<file path="src/rtl/intersection_phase_scheduler.sv">
// -----------------------------------------------------------------------------
// intersection_phase_scheduler
//
// Two-road intersection phase sequencer. The North-South (NS) group is the
// main road and rests in green. It yields to East-West (EW) only when an EW
// request has been latched. All-red clearance separates every change of
// right-of-way. The dwell counter advances only on the tick timebase enable.
//
// Optional feature: define TLC_PED_EN to add a pedestrian walk phase. This adds
// the ped_req/ped_walk ports and the PED_WALK state, which is inserted between
// ALLRED_A and EW_GREEN when a pedestrian request is pending.
//
// Ports:
//   clk        in   system clock, rising edge
//   reset      in   asynchronous active-high reset
//   tick       in   timebase enable for the dwell counter
//   ew_req     in   EW vehicle demand, latched internally
//   ped_req    in   pedestrian button            (TLC_PED_EN only)
//   ped_walk   out  walk lamp                    (TLC_PED_EN only)
//   ns_red/ns_yellow/ns_green   out  NS lamp drives
//   ew_red/ew_yellow/ew_green   out  EW lamp drives
//   phase      out  current state encoding (3 bits)
// -----------------------------------------------------------------------------
module intersection_phase_scheduler #(
    parameter int GREEN_TICKS  = 8,
    parameter int YELLOW_TICKS = 3,
    parameter int ALLRED_TICKS = 2,
    parameter int WALK_TICKS   = 4,
    parameter int CNT_W        = 8
) (
    input  logic       clk,
    input  logic       reset,
    input  logic       tick,
    input  logic       ew_req,
`ifdef TLC_PED_EN
    input  logic       ped_req,
    output logic       ped_walk,
`endif
    output logic       ns_red,
    output logic       ns_yellow,
    output logic       ns_green,
    output logic       ew_red,
    output logic       ew_yellow,
    output logic       ew_green,
    output logic [2:0] phase
);

    typedef enum logic [2:0] {
        ALLRED_INIT = 3'd0,
        NS_GREEN    = 3'd1,
        NS_YELLOW   = 3'd2,
        ALLRED_A    = 3'd3,
        EW_GREEN    = 3'd4,
        EW_YELLOW   = 3'd5,
        ALLRED_B    = 3'd6,
        PED_WALK    = 3'd7
    } state_e;

    // Counter load values: a state lasting DUR ticks is entered with DUR-1.
    localparam logic [CNT_W-1:0] GREEN_LD  = CNT_W'(GREEN_TICKS - 1);
    localparam logic [CNT_W-1:0] YELLOW_LD = CNT_W'(YELLOW_TICKS - 1);
    localparam logic [CNT_W-1:0] ALLRED_LD = CNT_W'(ALLRED_TICKS - 1);
    localparam logic [CNT_W-1:0] CNT_ZERO  = CNT_W'(0);
    localparam logic [CNT_W-1:0] CNT_ONE   = CNT_W'(1);

    state_e           state_q;
    state_e           state_d;
    logic [CNT_W-1:0] cnt_q;
    logic [CNT_W-1:0] cnt_d;
    logic             ew_pend_q;
    logic             ew_pend_d;
    logic             dwell_done_s;
    logic             yield_req_s;
    logic             enter_ew_s;

`ifdef TLC_PED_EN
    localparam logic [CNT_W-1:0] WALK_LD = CNT_W'(WALK_TICKS - 1);

    logic ped_pend_q;
    logic ped_pend_d;
    logic enter_walk_s;

    assign yield_req_s  = ew_pend_q | ped_pend_q;
    assign enter_walk_s = (state_d == PED_WALK) && (state_q != PED_WALK);
`else
    // WALK_TICKS has no effect in this build; tie it off.
    logic [CNT_W-1:0] unused_walk_s;
    assign unused_walk_s = CNT_W'(WALK_TICKS - 1);

    assign yield_req_s = ew_pend_q;
`endif

    assign dwell_done_s = tick && (cnt_q == CNT_ZERO);
    assign enter_ew_s   = (state_d == EW_GREEN) && (state_q != EW_GREEN);

    // State, dwell counter and request latch registers.
    always_ff @(posedge clk or posedge reset) begin
        if (reset) begin
            state_q   <= ALLRED_INIT;
            cnt_q     <= ALLRED_LD;
            ew_pend_q <= 1'b0;
        end else begin
            state_q   <= state_d;
            cnt_q     <= cnt_d;
            ew_pend_q <= ew_pend_d;
        end
    end

`ifdef TLC_PED_EN
    // Pedestrian request latch register.
    always_ff @(posedge clk or posedge reset) begin
        if (reset) begin
            ped_pend_q <= 1'b0;
        end else begin
            ped_pend_q <= ped_pend_d;
        end
    end

    // Pedestrian latch: clear on entry to PED_WALK wins over a new press.
    always_comb begin
        ped_pend_d = ped_pend_q;
        if (enter_walk_s) begin
            ped_pend_d = 1'b0;
        end else if (ped_req) begin
            ped_pend_d = 1'b1;
        end else begin
            ped_pend_d = ped_pend_q;
        end
    end
`endif

    // EW latch: clear on entry to EW_GREEN wins, so a request seen only in
    // that cycle is treated as already served.
    always_comb begin
        ew_pend_d = ew_pend_q;
        if (enter_ew_s) begin
            ew_pend_d = 1'b0;
        end else if (ew_req) begin
            ew_pend_d = 1'b1;
        end else begin
            ew_pend_d = ew_pend_q;
        end
    end

    // Next-state and dwell counter logic.
    always_comb begin
        state_d = state_q;
        cnt_d   = cnt_q;
        if (tick && (cnt_q != CNT_ZERO)) begin
            cnt_d = cnt_q - CNT_ONE;
        end else begin
            cnt_d = cnt_q;
        end

        case (state_q)
            ALLRED_INIT: begin
                if (dwell_done_s) begin
                    state_d = NS_GREEN;
                    cnt_d   = GREEN_LD;
                end else begin
                    state_d = ALLRED_INIT;
                end
            end
            NS_GREEN: begin
                // Minimum green served; counter parks at zero until a
                // pending request arrives together with a tick.
                if (dwell_done_s && yield_req_s) begin
                    state_d = NS_YELLOW;
                    cnt_d   = YELLOW_LD;
                end else begin
                    state_d = NS_GREEN;
                end
            end
            NS_YELLOW: begin
                if (dwell_done_s) begin
                    state_d = ALLRED_A;
                    cnt_d   = ALLRED_LD;
                end else begin
                    state_d = NS_YELLOW;
                end
            end
            ALLRED_A: begin
                if (dwell_done_s) begin
`ifdef TLC_PED_EN
                    if (ped_pend_q) begin
                        state_d = PED_WALK;
                        cnt_d   = WALK_LD;
                    end else begin
                        state_d = EW_GREEN;
                        cnt_d   = GREEN_LD;
                    end
`else
                    state_d = EW_GREEN;
                    cnt_d   = GREEN_LD;
`endif
                end else begin
                    state_d = ALLRED_A;
                end
            end
`ifdef TLC_PED_EN
            PED_WALK: begin
                if (dwell_done_s) begin
                    state_d = EW_GREEN;
                    cnt_d   = GREEN_LD;
                end else begin
                    state_d = PED_WALK;
                end
            end
`endif
            EW_GREEN: begin
                if (dwell_done_s) begin
                    state_d = EW_YELLOW;
                    cnt_d   = YELLOW_LD;
                end else begin
                    state_d = EW_GREEN;
                end
            end
            EW_YELLOW: begin
                if (dwell_done_s) begin
                    state_d = ALLRED_B;
                    cnt_d   = ALLRED_LD;
                end else begin
                    state_d = EW_YELLOW;
                end
            end
            ALLRED_B: begin
                if (dwell_done_s) begin
                    state_d = NS_GREEN;
                    cnt_d   = GREEN_LD;
                end else begin
                    state_d = ALLRED_B;
                end
            end
            default: begin
                // Illegal encoding: recover to a safe all-red start.
                state_d = ALLRED_INIT;
                cnt_d   = ALLRED_LD;
            end
        endcase
    end

    // Lamp decode from state only; anything unexpected shows all red.
    always_comb begin
        ns_red    = 1'b0;
        ns_yellow = 1'b0;
        ns_green  = 1'b0;
        ew_red    = 1'b0;
        ew_yellow = 1'b0;
        ew_green  = 1'b0;
        case (state_q)
            NS_GREEN: begin
                ns_green = 1'b1;
                ew_red   = 1'b1;
            end
            NS_YELLOW: begin
                ns_yellow = 1'b1;
                ew_red    = 1'b1;
            end
            EW_GREEN: begin
                ns_red   = 1'b1;
                ew_green = 1'b1;
            end
            EW_YELLOW: begin
                ns_red    = 1'b1;
                ew_yellow = 1'b1;
            end
            default: begin
                ns_red = 1'b1;
                ew_red = 1'b1;
            end
        endcase
    end

`ifdef TLC_PED_EN
    assign ped_walk = (state_q == PED_WALK);
`endif

    assign phase = state_q;

endmodule

</file>
<file path="config.mk">
export PLATFORM = sky130hd
export DESIGN_NAME = intersection_phase_scheduler
export DESIGN_NICKNAME = d
export VERILOG_FILES = /design/src/rtl/intersection_phase_scheduler.sv
export SDC_FILE = /design/constraint.sdc
export NUM_CORES = 1
export LEC_CHECK = 0
export ABC_AREA = 1
export BUFFER_PORTS_ARGS = -buffer_cell sky130_fd_sc_hd__buf_2
export CAP_MARGIN = 20
export CORE_UTILIZATION = 50
export DETAILED_ROUTE_END_ITERATION = 10
export GPL_TIMING_DRIVEN = 0
export HOLD_SLACK_MARGIN = 0.06
export PLACE_DENSITY_LB_ADDON = 0.2
export SLEW_MARGIN = 5
export SYNTH_ARGS = -nofsm -noshare
export SYNTH_HDL_FRONTEND = slang
export SYNTH_SLANG_ARGS = --single-unit
export TNS_END_PERCENT = 1
</file>
<file path="constraint.sdc">
create_clock -name clk -period 2.5 [get_ports clk]
set_input_delay 0 -clock clk [delete_from_list [all_inputs] [get_ports clk]]
set_output_delay 0 -clock clk [all_outputs]
set_load 0.01 [all_outputs]
</file>
==> impl_results.md <==
* Status: finished, final reports clean
* R2R setup slack at just under 0.8 ns
* Fin crit share at 0.6858
* Total core area at roughly 0.0016 mm2
* Starting density of the core at 0.5612
* Setup_tns at 0 ns
* FF+latch count, synth at 12
* Clock transition at path regs at about 0.08 ns
* P_leak at 0.6032 nW
* Clk root buf: clkbuf_4
* CP Buf/Inv Count at 3
* Clk sink count at 12
* Fin. max-slew vios at 0
* YS warnings at 0
* Initial antenna violation count at 0
* Detailed Route Iter0 Violations at 32
* Mapped Cells at 140
* CP delay by family, top: simple AND/OR/NAND/NOR gates
* Startpoint types: flop
* Power density over the cells at ~1200 mW/mm2
* Critical path endpoint category: flop
* CTS Buf Count at 3
* Syn avg cell area at 6.390 um2
* Slowest cell on the critical path: dfstp_2
* Post-CTS Setup Inserts at 0
* Post-DR wirelength/cell at ~10 um
* Final Power at 1.228 mW
* Cells along the critical path: inv_1 > ha_1 > nand2_2 > nor2_4 > nor2_4 > buf_6 > nand2_1 > nand2_1 > nand3_1 > nand2_1 > inv_1
* Hold_buf cts at 2
* Crit path max fanout at 10
* 1st-pass router iterations at 4
* Die outline height at 44.30 um
* Post-cts resize count at 0
* H-tree levels at 1
* Max VDD drop at slightly above 0.7 mV
* Routed vias/inst at 4.863
* Via count at a little under 900
* Post-route cell area at 0.001031 mm2
* FILL cells at approximately 150
* N_diodes at 0
* Worst Path Required at 2.67 ns
* Syn nets at 145
* Global-route wire length before repair at 3263 um
* DRC viols at 0
* I/O pin count at 13
* Vias in the first global route at 787
* NumNets Final at 164
* Gr ovfl total at 0
* Hold slack at 0.1645 ns
* Max stage delay on crit path at 0.53 ns
* HP Class: input pin to flop
* Die Wd at 44.30 um
* Sequential area share after synthesis at 0.3371
* Port-buffer cells at 12
* Placement Rows at 14
* F_max at 0.5832 GHz
* Placed Instance Area at around 980 um2
* Final setup violation count at 0
* Die area at 0.001962 mm2
* ANT nets after route at 0
* Max-Cap Viols at 0
* Max clock buf depth at 2
* CTS tree: built
* Total Wirelength at around 1800 um
* Total routing usage reported by global routing at 0.2253
* Cell mode on critical path: nand2_1
* Final hold vios at 0
* Worst Clk Skew at ~0.0014 ns
* Post-layout util at 0.6468
* HPWL Detailed at 1432 um
* Worst-margin pin slew at 0.4844 ns
* Largest net degree at the start of global routing at 13
* Worst-skew pair later-pin latency at 0.27 ns
* GP Congestion at roughly 0.86
* Share of cells above drive strength 1 at 0.1709
* Unique masters post-synth at 18
* Critical Path AT at 1.89 ns
* Rel. slew slack at 0.6767
* RSZ-0062 raised after global routing: false
* Final critical-path required period at 1.715 ns
* Critical path type: flop to flop
* Mapped Area at just under 900 um2
* Area growth, synth to finish at 15.24%
-- logic make-up (layout without fill, tap and decap cells) --
| family | Yosys count | in the layout | synth area share |
|---|---|---|---|
| buffers and inverters | 32 | 50 | 0.1427 |
| adders and majority gates | 1 | 1 | 0.01398 |
| and+or+nand+nor | 82 | 82 | 0.4140 |
| xor gates and xnor gates | 4 | 4 | 0.03916 |
| AOI/OAI and AO/OA | 9 | 9 | 0.05315 |
| DFF | 12 | 12 | 0.3371 |
-- layout make-up --
cell class,count,area (um2),area share
flip-flops and latches,12,301.5,0.2925
inverters,31,116.4,0.1129
clock buffers,4,26.28,0.02549
plain buffers,1,11.26,0.01092
multi-input cells,96,465.4,0.4515
well taps,24,30.03,0.02913
repair buffers,14,80.08,0.07767
-- metal layers --
layer  part of all wire  global-route usage  routed length [um]  vias up
met3              0.067             0.03673                 123        4
met5                  0                   0                   0        -
met1               0.46              0.3075                 849      387
li1                   -                   -                   -      468
met2               0.45              0.3559                 828       26
met4              0.015             0.09091                  27        0
-- placed cells by master (no fill, tap or decap) --
master | synthesis | routed
buf_6 | 1 | 1
nand3_2 | 1 | 1
ha_1 | 1 | 1
dfrtp_1 | 11 | 11
o211ai_1 | 1 | 1
buf_2 | 0 | 12
o21ai_1 | 6 | 6
nor2_1 | 14 | 14
nand4_1 | 4 | 4
dlygate4sd3_1 | 0 | 2
xor2_1 | 4 | 4
inv_1 | 28 | 28
nand3_1 | 17 | 17
nor2_4 | 2 | 2
o21ai_0 | 2 | 2
nand2_2 | 3 | 3
nand2_1 | 40 | 40
clkbuf_1 | 0 | 1
clkbuf_4 | 0 | 3
dfstp_2 | 1 | 1
inv_2 | 3 | 3
nor2_2 | 1 | 1
-- worst min-delay path, cell delays in order --
cell	delay (ns)
buf_2	0.14
nand3_1	0.11
nand2_1	0.05
nand2_1	0.06
nand3_1	0.07
-- cell usage after synthesis (all sizes together) --
cell	number	area, um2
nand3	18	95.09
ha	1	12.51
nand2	43	168.9
dfrtp	11	275.3
xor2	4	35.03
inv	31	116.4
nand4	4	25.02
nor2	17	81.33
o211ai	1	7.510
dfstp	1	26.28
buf	1	11.26
o21ai	8	40.04
-- path summary, 6_finish.rpt --
path,startpoint,end,cells after the start
worst max register to register,cnt_q[0]$_DFF_PP1_,cnt_q[2]$_DFF_PP0_,11
worst min register to register,ew_pend_q$_DFFE_PP0P_,ew_pend_q$_DFFE_PP0P_,2
min in group asynchronous,reset,cnt_q[5]$_DFF_PP0_,3
worst min-delay path,tick,cnt_q[0]$_DFF_PP1_,5
worst max-delay path,cnt_q[0]$_DFF_PP1_,cnt_q[2]$_DFF_PP0_,11
max in group asynchronous,reset,cnt_q[0]$_DFF_PP1_,3
-- report_power, final --
part           internal, mW  switching (mW)
Sequential            0.288          0.0938
Clock                0.0618          0.0666
Combinational         0.271           0.447
-- through the flow --
stage,cells,worst slack (ns)
2_1_floorplan,140,0.9391
3_3_place_gp,176,0.8121
3_5_place_dp,176,0.7924
4_1_cts,182,0.7758
5_1_grt,182,0.6346
6_report,182,0.7854
-- flip-flops by register name (all words and copies together) (netlist names) --
register	cells
cnt_q	8
ew_pend_q	1
phase	3
No activity file was read; power rests on OpenSTA's default activity.
